==> src/rtl/riscv_pkg.sv <==
// Shared RISC-V pipeline definitions: result source select and load funct3 codes.
package riscv_pkg;

  typedef enum logic [1:0] {
    RES_ALU  = 2'b00,
    RES_LOAD = 2'b01,
    RES_PC4  = 2'b10,
    RES_NONE = 2'b11
  } result_src_e;

  localparam logic [2:0] F3_LB  = 3'b000;
  localparam logic [2:0] F3_LH  = 3'b001;
  localparam logic [2:0] F3_LW  = 3'b010;
  localparam logic [2:0] F3_LBU = 3'b100;
  localparam logic [2:0] F3_LHU = 3'b101;

endpackage

==> src/rtl/load_extend.sv <==
// Load data alignment and sign/zero extension; flags misaligned or unknown loads.
module load_extend
  import riscv_pkg::*;
(
  input  logic [31:0] rdata,
  input  logic [2:0]  funct3,
  input  logic [1:0]  off,
  output logic [31:0] data,
  output logic        fault
);

  logic [31:0] shifted;

  // Shift the addressed byte down to bit 0, then extend according to load type.
  always_comb begin
    shifted = rdata >> {off, 3'b000};
    data    = '0;
    fault   = 1'b0;
    case (funct3)
      F3_LB:  data = {{24{shifted[7]}}, shifted[7:0]};
      F3_LBU: data = {24'b0, shifted[7:0]};
      F3_LH: begin
        data  = {{16{shifted[15]}}, shifted[15:0]};
        fault = off[0];
      end
      F3_LHU: begin
        data  = {16'b0, shifted[15:0]};
        fault = off[0];
      end
      F3_LW: begin
        data  = rdata;
        fault = (off != 2'b00);
      end
      default: fault = 1'b1;
    endcase
  end

endmodule

==> src/rtl/writeback_unit.sv <==
// Writeback stage: registers Memory-stage results, waits for late load data,
// drives the GPR write port and counts retired instructions.
module writeback_unit
  import riscv_pkg::*;
#(
  parameter int unsigned XLEN      = 32,
  parameter int unsigned INSTRET_W = 64
) (
  input  logic                 clk,
  input  logic                 reset,
  input  logic                 M_valid,
  input  logic [4:0]           M_rd_addr,
  input  logic [XLEN-1:0]      M_alu_result,
  input  logic [XLEN-1:0]      M_pc_plus4,
  input  logic [1:0]           M_result_src,
  input  logic [2:0]           M_funct3,
  input  logic                 M_gpr_wen,
  output logic                 M_stall,
  input  logic                 dmem_rvalid,
  input  logic [XLEN-1:0]      dmem_rdata,
  output logic [4:0]           W_rd_addr,
  output logic [XLEN-1:0]      W_rd,
  output logic                 W_gpr_wen,
  output logic                 W_retire,
  output logic                 W_load_fault,
  output logic [INSTRET_W-1:0] W_instret
);

  typedef enum logic [0:0] {WB_IDLE, WB_WAIT_LOAD} wb_state_e;

  wb_state_e state_q, state_d;

  // Fields of a load parked while waiting for its data
  logic [4:0] ld_rd_q, ld_rd_d;
  logic [2:0] ld_f3_q, ld_f3_d;
  logic [1:0] ld_off_q, ld_off_d;
  logic       ld_wen_q, ld_wen_d;

  logic [4:0]           w_rd_addr_q;
  logic [XLEN-1:0]      w_rd_q;
  logic                 w_gpr_wen_q, w_retire_q, w_load_fault_q;
  logic [INSTRET_W-1:0] instret_q;

  logic            cap;
  result_src_e     cap_src;
  logic [4:0]      cap_rd;
  logic            cap_wen;
  logic [2:0]      ext_f3;
  logic [1:0]      ext_off;
  logic [31:0]     ext_data;
  logic            ext_fault;
  logic            fault;
  logic            wen_d;
  logic [XLEN-1:0] result;

  load_extend u_load_extend (
    .rdata  (dmem_rdata),
    .funct3 (ext_f3),
    .off    (ext_off),
    .data   (ext_data),
    .fault  (ext_fault)
  );

  // Next-state, stall and capture decode; WAIT_LOAD uses only the parked fields.
  always_comb begin
    state_d  = state_q;
    ld_rd_d  = ld_rd_q;
    ld_f3_d  = ld_f3_q;
    ld_off_d = ld_off_q;
    ld_wen_d = ld_wen_q;
    M_stall  = 1'b0;
    cap      = 1'b0;
    cap_src  = result_src_e'(M_result_src);
    cap_rd   = M_rd_addr;
    cap_wen  = M_gpr_wen;
    ext_f3   = M_funct3;
    ext_off  = M_alu_result[1:0];
    case (state_q)
      WB_IDLE: begin
        if (M_valid) begin
          if (cap_src == RES_LOAD && !dmem_rvalid) begin
            M_stall  = 1'b1;
            state_d  = WB_WAIT_LOAD;
            ld_rd_d  = M_rd_addr;
            ld_f3_d  = M_funct3;
            ld_off_d = M_alu_result[1:0];
            ld_wen_d = M_gpr_wen;
          end else begin
            cap = 1'b1;
          end
        end
      end
      WB_WAIT_LOAD: begin
        cap_src = RES_LOAD;
        cap_rd  = ld_rd_q;
        cap_wen = ld_wen_q;
        ext_f3  = ld_f3_q;
        ext_off = ld_off_q;
        M_stall = !dmem_rvalid;
        if (dmem_rvalid) begin
          cap     = 1'b1;
          state_d = WB_IDLE;
        end
      end
      default: state_d = WB_IDLE;
    endcase

    fault = (cap_src == RES_LOAD) && ext_fault;
    case (cap_src)
      RES_LOAD: result = ext_data;
      RES_PC4:  result = M_pc_plus4;
      default:  result = M_alu_result;
    endcase
    wen_d = cap && cap_wen && (cap_rd != 5'd0) && !fault && (cap_src != RES_NONE);
  end

  // State, parked load fields and registered writeback outputs.
  always_ff @(posedge clk) begin
    if (reset) begin
      state_q        <= WB_IDLE;
      ld_rd_q        <= '0;
      ld_f3_q        <= '0;
      ld_off_q       <= '0;
      ld_wen_q       <= 1'b0;
      w_rd_addr_q    <= '0;
      w_rd_q         <= '0;
      w_gpr_wen_q    <= 1'b0;
      w_retire_q     <= 1'b0;
      w_load_fault_q <= 1'b0;
      instret_q      <= '0;
    end else begin
      state_q        <= state_d;
      ld_rd_q        <= ld_rd_d;
      ld_f3_q        <= ld_f3_d;
      ld_off_q       <= ld_off_d;
      ld_wen_q       <= ld_wen_d;
      w_gpr_wen_q    <= wen_d;
      w_retire_q     <= cap;
      w_load_fault_q <= cap && fault;
      instret_q      <= instret_q + INSTRET_W'(cap);
      if (cap) begin
        w_rd_addr_q <= cap_rd;
        w_rd_q      <= result;
      end
    end
  end

  assign W_rd_addr    = w_rd_addr_q;
  assign W_rd         = w_rd_q;
  assign W_gpr_wen    = w_gpr_wen_q;
  assign W_retire     = w_retire_q;
  assign W_load_fault = w_load_fault_q;
  assign W_instret    = instret_q;

endmodule

==> config.mk <==
export PLATFORM = sky130hd
export DESIGN_NAME = writeback_unit
export DESIGN_NICKNAME = d
export VERILOG_FILES = /design/src/rtl/riscv_pkg.sv /design/src/rtl/load_extend.sv /design/src/rtl/writeback_unit.sv
export SDC_FILE = /design/constraint.sdc
export NUM_CORES = 1
export LEC_CHECK = 0
export BUFFER_PORTS_ARGS = -buffer_cell sky130_fd_sc_hd__buf_2
export CAP_MARGIN = 25
export CELL_PAD_IN_SITES_DETAIL_PLACEMENT = 0
export CELL_PAD_IN_SITES_GLOBAL_PLACEMENT = 1
export CORE_UTILIZATION = 34
export DETAILED_ROUTE_END_ITERATION = 7
export PLACE_DENSITY = 0.79
export SLEW_MARGIN = 40
export SYNTH_ARGS = -nofsm -noshare
export SYNTH_HDL_FRONTEND = slang
export SYNTH_SLANG_ARGS = --single-unit
==> constraint.sdc <==
create_clock -name clk -period 3.46 [get_ports clk]
set_input_delay 0.346 -clock clk [delete_from_list [all_inputs] [get_ports clk]]
set_output_delay 0.346 -clock clk [all_outputs]
set_load 0.02 [all_outputs]
==> impl_metrics.env, run 1 <==
export IMPL_synth_compound_area_share_pct=28.0
export IMPL_synth_common_cells="dfxtp_1 (116), a21oi_1 (84), nor2_1 (54)"
export IMPL_synth_seq_cells=116
export IMPL_max_freq_ghz=0.358
export IMPL_synth_adder_area_share_pct=0.926
export IMPL_layout_setup_ws_ns=0.666
export IMPL_numCtsBuffers=17
export IMPL_period_needed_ns=2.79
export IMPL_synth_area_leader_cell="dfxtp_1"
export IMPL_core_area_mm2=0.0195
export IMPL_crit_type="register to register"
export IMPL_synthSimpleGateAreaFrac_pct=20.7
export IMPL_setup_viol=0
export IMPL_cts_reportedPaths_clkPinSlew_ns=0.06
export IMPL_avgSynthCellArea_um2=8.39
export IMPL_async_flop_share_pct=0
export IMPL_cts_repair_resized=0
export IMPL_cts_hold_buf=0
export IMPL_dp_cells=1245
export IMPL_grt_usage_pct=22.6
export IMPL_drt_wirelength_per_cell_um=18.0
export IMPL_hold_viol_final=0
export IMPL_dpl_worst_slack_ns=0.586
export IMPL_syn_area_mm2=0.00675
export IMPL_grt_pass1_wl_um=36000
export IMPL_timing_final_crit_share_pct=80.8
export IMPL_area_growth_syn_to_layout_pct=27.8
export IMPL_die_h_um=143
export IMPL_drtPass1Iterations=5
export IMPL_placed_area_mm2=0.00806
export IMPL_drive_gt1_share_pct=29.7
export IMPL_dieArea_mm2=0.0204
export IMPL_maxCapViolCount=0
export IMPL_initial_utilization_pct=34.7
export IMPL_cts_tree="yes"
export IMPL_synth_ff_type="dfxtp_1"
export IMPL_synthXorXnorAreaFrac_pct=3.24
export IMPL_clkLatencyLatePin_ns=0.41
export IMPL_slew_violations=0
export IMPL_synth_warnings=0
export IMPL_gp_congestion=0.816
export IMPL_cp_end_kind="register"
export IMPL_vdd_drop_max_uv=301
export IMPL_antenna_left=0
export IMPL_worst_pin_slew_ns=0.725
export IMPL_postRouteWirelength_um=23100
export IMPL_dr_first_iter_drc_count=376
export IMPL_nets=1115
export IMPL_path_max_fanout=20
export IMPL_htreeDepth=4
export IMPL_startpoint_type="register"
export IMPL_hold_class="input pin to register"
export IMPL_power_mw=3.71
export IMPL_slew_headroom_pct=50.3
export IMPL_syn_nets=921
export IMPL_design_area_mm2=0.00863
export IMPL_cp_required_ns=3.79
export IMPL_synth_top_family_by_area="compound AO/OA/AOI/OAI gates"
export IMPL_cts_setup_buffers=0
export IMPL_muxShareOfSynthArea_pct=6.71
export IMPL_grt_max_degree=69
export IMPL_setup_tns_ns=0
export IMPL_synth_cells=805
export IMPL_vias_per_cell=5.63
export IMPL_p_leak_nw=3.48
export IMPL_status="completed"
export IMPL_vias=7198
export IMPL_fin_skew_ns=0.0106
export IMPL_powerDensity_mw_per_mm2=429
export IMPL_ios=216
export IMPL_synth_most_common_cell="dfxtp_1"
export IMPL_cts_root_buf="clkbuf_16"
export IMPL_overflow=0
export IMPL_synth_area_leaders="dfxtp_1 (34%), a21oi_1 (6.2%), mux2i_1 (3.7%)"
export IMPL_portBuffers=215
export IMPL_drcViolationCount=0
export IMPL_synth_top_area_share_pct=34.4
export IMPL_rsz0062_at_grt="false"
export IMPL_cts_max_path_buffers=2
export IMPL_yosysUniqueCellTypes=57
export IMPL_antenna_found_initial=1
export IMPL_fin_cells=1278
export IMPL_dpl_hpwl_um=16800
export IMPL_num_rows=51
export IMPL_die_w_um=143
export IMPL_synth_seq_area_share_pct=34.4
export IMPL_clock_sinks=116
export IMPL_first_global_vias=6725
export IMPL_synth_edf_count=0
export IMPL_cp_data_arrival_time_ns=3.13
==> power breakdown <==
part / internal, mW / switching [mW] / leakage (nW) / total [mW]
registers: 1.38 / 0.0246 / 0.941 / 1.41
clock network: 1.02 / 0.683 / 0.271 / 1.70
logic: 0.227 / 0.372 / 2.27 / 0.599
==> layout by cell type, fill, tap and decap left out, types with 9 or more instances in the layout <==
cell and n:
a211oi_1 33, a21oi_1 84, a22o_1 16, and3_1 9, buf_2 215, buf_4 25
clkbuf_16 17, dfxtp_1 116, inv_1 26, mux2i_1 24, nand2_1 50, nand3_1 29
nand4_1 28, nor2_1 54, o211ai_1 31, o21ai_0 35, o2bb2ai_1 24, o31ai_1 25
or3_1 9, or4_1 28, xnor2_1 10, xor2_1 15
==> critical path: stages (launching register included) <==
cell,delay [ns]
dfxtp_1,0.40
inv_1,0.14
a21oi_1,0.09
nor2_1,0.15
ha_1,0.21
nand2_1,0.12
nor2_2,0.12
buf_4,0.16
nand3_1,0.47
or4_1,0.68
a21oi_1,0.17
==> logic make-up after synthesis <==
family          Yosys count
compound gates          279
xor+xnor                 25
fa+ha+maj                 5
mux                      36
flops                   116
simple gates            253
buf+inv                  91
==> layout make-up <==
class / instances / area [um^2]
fillers: 1981 / 10800
multi-input cells: 598 / 4050
flip-flops and latches: 116 / 2320
repair buffers: 240 / 1260
clock buffers: 19 / 443
well taps: 265 / 332
clock inverters: 13 / 124
inverters: 26 / 97.6
diodes: 1 / 2.50
==> metrics by stage <==
stage	hold WS (ns)	utilization [%]
after detailed placement	0.443	41.4
after floorplan	0.461	-
after global placement	0.443	41.4
final	0.204	44.4
after CTS	0.194	44.3
after global routing	0.208	44.4
==> flip-flops by register name, summed over array words and instances, names as in the netlist <==
| signal | count |
|---|---|
| W_gpr_wen | 1 |
| W_instret | 64 |
| W_load_fault | 1 |
| W_rd | 32 |
| W_rd_addr | 5 |
| W_retire | 1 |
| ld_f3_q | 3 |
| ld_off_q | 2 |
| ld_rd_q | 5 |
| ld_wen_q | 1 |
| state_q | 1 |
==> metal layers <==
metal / up-vias / part of all wire, % / track usage [%] / wire length, um
li1: 3492 / - / - / -
met1: 3413 / 42 / 27.6 / 9800
met2: 264 / 48 / 38.0 / 11100
met3: 29 / 7.8 / 6.64 / 1810
met4: 0 / 1.7 / 7.07 / 390
met5: - / 0 / 0 / 0
==> path summary, 6_finish.rpt <==
kind / from / cells past startpoint / to / slack [ns]
max: state_q / 10 / W_instret[31] / 0.67
min: M_rd_addr[1] / 3 / ld_rd_q[1] / 0.20
max reg2reg: state_q / 10 / W_instret[31] / 0.67
min reg2reg: W_rd[3] / 1 / W_rd[3] / 0.46
No activity file was read; power rests on OpenSTA's default activity.
==> run 2: changes to the inputs <==
==> constraint.sdc (replaced) <==
create_clock -name clk -period 2.2 [get_ports clk]
set_input_delay 0.22 -clock clk [delete_from_list [all_inputs] [get_ports clk]]
set_output_delay 0.22 -clock clk [all_outputs]
set_load 0.02 [all_outputs]
==> impl_metrics.env, run 2 (same netlist as run 1, synthesis figures left out) <==
export IMPL_final_common_cell="buf_2"
export IMPL_slew_headroom_pct=66.4
export IMPL_worst_pin_slew_ns=0.501
export IMPL_num_rows=51
export IMPL_layout_setup_ws_ns=0.0634
export IMPL_cp_required_ns=2.56
export IMPL_gp_congestion=0.833
export IMPL_htreeDepth=4
export IMPL_vias=7457
export IMPL_layout_common_cells="buf_2 (214), dfxtp_1 (112), a21oi_1 (80)"
export IMPL_drive_gt1_share_pct=36.4
export IMPL_core_area_mm2=0.0195
export IMPL_vdd_drop_max_uv=458
export IMPL_grt_usage_pct=23.0
export IMPL_drtPass1Iterations=5
export IMPL_nets=1178
export IMPL_drcViolationCount=0
export IMPL_grt_pass1_wl_um=36800
export IMPL_clkLatencyLatePin_ns=0.42
export IMPL_multi_input_area_mm2=0.00421
export IMPL_status="completed"
export IMPL_cp_end_kind="register"
export IMPL_fin_skew_ns=0.00905
export IMPL_cts_hold_buf=0
export IMPL_dpl_worst_slack_ns=-0.0354
export IMPL_numCtsBuffers=17
export IMPL_hold_viol_final=0
export IMPL_grt_max_degree=78
export IMPL_path_cells="and4_4 > nand4_4 > or4_4 > or4_1 > a21oi_2"
export IMPL_crit_type="register to register"
export IMPL_startpoint_type="register"
export IMPL_slew_violations=0
export IMPL_cp_data_arrival_time_ns=2.49
export IMPL_overflow=0
export IMPL_area_growth_syn_to_layout_pct=40.5
export IMPL_path_delay_family="simple AND/OR/NAND/NOR gates"
export IMPL_setup_viol=0
export IMPL_powerDensity_mw_per_mm2=666
export IMPL_vias_per_cell=5.56
export IMPL_dr_first_iter_drc_count=408
export IMPL_hold_slack_ns=0.0677
export IMPL_largest_reg_flops=64
export IMPL_first_global_vias=7022
export IMPL_period_needed_ns=2.14
export IMPL_antenna_left=0
export IMPL_max_freq_ghz=0.468
export IMPL_portBuffers=215
export IMPL_drt_wirelength_per_cell_um=17.6
export IMPL_fill_cells=1903
export IMPL_cts_root_buf="clkbuf_16"
export IMPL_hold_class="input pin to register"
export IMPL_diodes=0
export IMPL_ios=216
export IMPL_dpl_hpwl_um=17500
export IMPL_cpPeakStageDelay_ns=0.62
export IMPL_worst_path_buf_inv=0
export IMPL_timing_final_crit_share_pct=97.1
export IMPL_clock_sinks=116
export IMPL_cts_max_path_buffers=2
export IMPL_regArea_mm2=0.00233
export IMPL_cts_tree="yes"
export IMPL_postRouteWirelength_um=23600
export IMPL_critPathSlowestCell="or4_4"
export IMPL_p_leak_nw=3.91
export IMPL_path_max_fanout=10
export IMPL_die_w_um=143
export IMPL_initial_utilization_pct=34.7
export IMPL_antenna_found_initial=0
export IMPL_cts_reportedPaths_clkPinSlew_ns=0.06
export IMPL_maxCapViolCount=0
export IMPL_die_h_um=143
export IMPL_dieArea_mm2=0.0204
==> run 2: cell count changes in the layout (fill, tap and decap cells not counted), sizes merged <==
cell | before | now
buf | 240 | 300
bufinv | 1 | 4
or4 | 29 | 32
diode | 1 | 0
inv | 31 | 33
clkbuf | 19 | 17
clkinv | 4 | 2
clkinvlp | 3 | 2
==> run 2: worst min-delay path, stage by stage <==
cell	delay, ns
buf_2	0.10
mux2i_1	0.07
nor2_1	0.07
==> run 2: worst paths after layout <==
kind                            slack (ns)     startpoint       endpoint  depth (start not counted)
worst min register to register        0.46       W_rd[16]       W_rd[16]                          1
worst max register to register        0.06  W_instret[25]  W_instret[49]                          5
worst max-delay path                  0.06  W_instret[25]  W_instret[49]                          5
worst min-delay path                  0.07   M_rd_addr[1]     ld_rd_q[1]                          3
==> run 2: repair_timing <==
item	in CTS	in global routing
resized for setup	3	21
buffers inserted	0	2
pin swaps	3	5
cloned	0	3
endpoints found under the setup margin	12	44
==> run 2: layout make-up <==
cell class | instances | share of cell area (%)
multi-input combinational | 601 | 44.4
sequential | 116 | 24.6
timing repair buffer | 300 | 19.7
clock buffer | 17 | 4.48
tap | 265 | 3.50
clock inverter | 15 | 2.31
inverter | 26 | 1.06
==> run 2: routing by layer <==
metal	wire length [um]	GRT usage, %	share of wire, %	vias to the layer above
met4	660	9.39	2.8	0
met3	1980	6.00	8.4	45
met1	9850	28.7	42	3493
met2	11100	37.6	47	293
met5	0	0	0	-
li1	-	-	-	3626
==> run 2: where the power goes <==
part           switching [mW]  leakage, nW  internal [mW]
Sequential             0.0414        0.943           2.17
Clock                    1.14        0.309           1.93
Combinational           0.601         2.65          0.434
==> run 2: through the flow <==
stage	setup TNS (ns)	power, mW	util, %	instances	instance area [um^2]
after floorplan	-8.88	2.84	-	805	6880
final	0	6.32	48.7	1340	9490
after global placement	0	3.28	44.8	1303	8720
after CTS	0	6.36	48.2	1335	9370
after detailed placement	-0.0903	3.29	44.8	1303	8720
after global routing	-0.0169	6.57	48.7	1340	9490
==> run 3: changes to the inputs <==
--- a/config.mk
+++ b/config.mk
@@ -9,10 +9,12 @@
 export CAP_MARGIN = 25
 export CELL_PAD_IN_SITES_DETAIL_PLACEMENT = 0
 export CELL_PAD_IN_SITES_GLOBAL_PLACEMENT = 1
-export CORE_UTILIZATION = 34
+export CORE_UTILIZATION = 32
 export DETAILED_ROUTE_END_ITERATION = 7
-export PLACE_DENSITY = 0.79
+export PLACE_DENSITY = 0.78
+export RECOVER_POWER = 50
 export SLEW_MARGIN = 40
 export SYNTH_ARGS = -nofsm -noshare
 export SYNTH_HDL_FRONTEND = slang
+export SYNTH_HIERARCHICAL = 1
 export SYNTH_SLANG_ARGS = --single-unit
==> constraint.sdc (replaced) <==
create_clock -name clk -period 2.2 [get_ports clk]
set_input_delay 0.22 -clock clk [delete_from_list [all_inputs] [get_ports clk]]
set_output_delay 0.22 -clock clk [all_outputs]
set_load 0.05 [all_outputs]
==> impl_metrics.env, run 3 <==
export IMPL_cp_common_cell="a22oi_2"
export IMPL_maxCapViolCount=0
export IMPL_cts_root_buf="clkbuf_16"
export IMPL_syn_nets=908
export IMPL_setup_viol=22
export IMPL_startpoint_type="register"
export IMPL_area_growth_syn_to_layout_pct=48.6
export IMPL_vias=6809
export IMPL_initial_utilization_pct=32.8
export IMPL_cpPeakStageDelay_ns=0.37
export IMPL_async_flop_share_pct=0
export IMPL_portBuffers=215
export IMPL_path_max_fanout=8
export IMPL_hold_class="input pin to register"
export IMPL_synth_compound_area_share_pct=19.3
export IMPL_gp_congestion=0.930
export IMPL_path_cells="buf_6 > mux2_4 > mux2_2 > a22oi_2 > buf_4 > nand2_8 > a21o_1 > a22oi_2 > o21ai_1 > nand2_1 > a21oi_2"
export IMPL_critPathLaunch="state_q"
export IMPL_power_mw=5.87
export IMPL_muxShareOfSynthArea_pct=5.12
export IMPL_utilization_pct=48.8
export IMPL_synth_area_leader_cell="dfxtp_1"
export IMPL_largest_reg_flops=64
export IMPL_synth_edf_count=0
export IMPL_violations="negative setup slack"
export IMPL_drtPass1Iterations=5
export IMPL_cp_data_arrival_time_ns=2.61
export IMPL_powerDensity_mw_per_mm2=639
export IMPL_period_needed_ns=2.33
export IMPL_num_rows=50
export IMPL_r2r_cells=11
export IMPL_synth_seq_cells=116
export IMPL_crit_end="W_rd[30]"
export IMPL_hold_viol_final=0
export IMPL_fin_cells=1341
export IMPL_max_freq_ghz=0.430
export IMPL_synth_most_common_cell="nand2_1"
export IMPL_cp_required_ns=2.49
export IMPL_timing_final_crit_share_pct=106
export IMPL_layout_common_cells="nand2_1 (133), buf_2 (133), dfxtp_1 (106)"
export IMPL_crit_type="register to register"
export IMPL_overflow=0
export IMPL_synth_warnings=6
export IMPL_antenna_found_initial=1
export IMPL_placed_area_mm2=0.00809
export IMPL_synth_top_area_share_pct=37.5
export IMPL_rsz0062_at_grt="true"
export IMPL_reg2reg_slack_ns=-0.13
export IMPL_postRouteWirelength_um=21900
export IMPL_synth_cells=792
export IMPL_drive_gt1_share_pct=34.0
export IMPL_synth_area_leaders="dfxtp_1 (38%), nand2_1 (8.1%), a22oi_1 (5.6%)"
export IMPL_synth_common_cells="nand2_1 (133), dfxtp_1 (116), nor2_1 (73)"
export IMPL_numCtsBuffers=17
export IMPL_design_area_mm2=0.00919
export IMPL_synth_seq_area_share_pct=37.5
export IMPL_slew_violations=0
export IMPL_nets=1184
export IMPL_hold_slack_ns=0.0679
export IMPL_r2r_start="state_q"
export IMPL_r2r_end="W_rd[30]"
export IMPL_grt_usage_pct=21.6
export IMPL_die_w_um=141
export IMPL_drt_wirelength_per_cell_um=16.3
export IMPL_dieArea_mm2=0.0199
export IMPL_core_area_mm2=0.0188
export IMPL_vdd_drop_max_uv=469
export IMPL_drcViolationCount=0
export IMPL_antenna_left=0
export IMPL_grt_pass1_wl_um=33600
export IMPL_fin_skew_ns=0.00997
export IMPL_critPathSlowestCell="dfxtp_4"
export IMPL_synthXorXnorAreaFrac_pct=5.81
export IMPL_layout_setup_ws_ns=-0.127
export IMPL_worst_pin_slew_ns=0.699
export IMPL_vias_per_cell=5.08
export IMPL_yosysUniqueCellTypes=51
export IMPL_ios=216
export IMPL_slew_headroom_pct=53.6
export IMPL_synth_top_family_by_area="simple AND/OR/NAND/NOR gates"
export IMPL_grt_max_degree=43
export IMPL_fill_cells=1935
export IMPL_setup_tns_ns=-0.944
export IMPL_cp_end_kind="register"
export IMPL_dpl_worst_slack_ns=-0.306
export IMPL_dp_cells=1292
export IMPL_htreeDepth=4
export IMPL_dr_first_iter_drc_count=387
export IMPL_syn_area_mm2=0.00618
export IMPL_synthSimpleGateAreaFrac_pct=27.0
export IMPL_dpl_hpwl_um=15600
export IMPL_cts_reportedPaths_clkPinSlew_ns=0.06
export IMPL_synth_adder_area_share_pct=1.01
export IMPL_clkLatencyLatePin_ns=0.42
export IMPL_cts_max_path_buffers=2
export IMPL_synth_ff_type="dfxtp_1"
export IMPL_status="finished, violations left"
export IMPL_die_h_um=141
export IMPL_p_leak_nw=3.80
export IMPL_cts_tree="yes"
export IMPL_avgSynthCellArea_um2=7.81
export IMPL_first_global_vias=6401
export IMPL_clock_sinks=116
## run 3: metal layers
layer / vias to the layer above / GRT usage [%] / routed length (um)
li1: 3377 / - / -
met5: - / 0 / 0
met2: 190 / 33.2 / 9920
met4: 0 / 8.98 / 495
met3: 33 / 4.86 / 1060
met1: 3209 / 29.0 / 10400
## run 3: where the power goes
group / leakage, nW / switching [mW] / internal (mW)
clock network: 0.250 / 1.05 / 1.54
logic: 2.60 / 0.688 / 0.409
registers: 0.946 / 0.0350 / 2.16
total: 3.80 / 1.77 / 4.11
## run 3: cell families (layout without fill, tap and decap cells)
family / after synthesis / after routing
buf+inv: 60 / 347
compound gates: 197 / 197
xor+xnor: 41 / 41
flops: 116 / 116
fa+ha+maj: 5 / 5
mux: 30 / 30
simple gates: 343 / 344
other cells: 0 / 1
## run 3: layout make-up
cell class | count | area, um^2 | area share [%]
Antenna cell | 1 | 2.50 | 0.0272
Clock buffer | 18 | 429 | 4.67
Clock inverter | 13 | 113 | 1.23
Inverter | 11 | 43.8 | 0.477
Multi-Input combinational cell | 617 | 4130 | 44.9
Sequential cell | 116 | 2340 | 25.4
Tap cell | 260 | 325 | 3.54
Timing Repair Buffer | 305 | 1810 | 19.7
## run 3: worst min path at each step
stage                             to  cells after the start  slack, ns         start
after floorplan              state_q                      1       0.30   dmem_rvalid
after global placement      W_rd[27]                      2       0.44      W_rd[27]
after detailed placement    W_rd[23]                      2       0.44      W_rd[23]
after CTS                   ld_wen_q                      3       0.04     M_gpr_wen
after global routing        ld_wen_q                      3       0.06     M_gpr_wen
final                     ld_rd_q[1]                      3       0.07  M_rd_addr[1]
## run 3: what timing repair did
action / in CTS / in global routing
setup buffers: 5 / 11
pin swaps: 10 / 40
gates cloned: 1 / 2
endpoints found under the setup margin: 48 / 56
gates resized for setup: 25 / 86
hold buffers: 0 / 0
## run 3: critical path, delay by kind of cell (launching register included)
family                 cells  cell delay, ns
flip-flops                 1            0.37
AND/OR/NAND/NOR            2            0.16
buffers and inverters      2            0.31
multiplexers               2            0.65
AO/OA/AOI/OAI              5            0.71
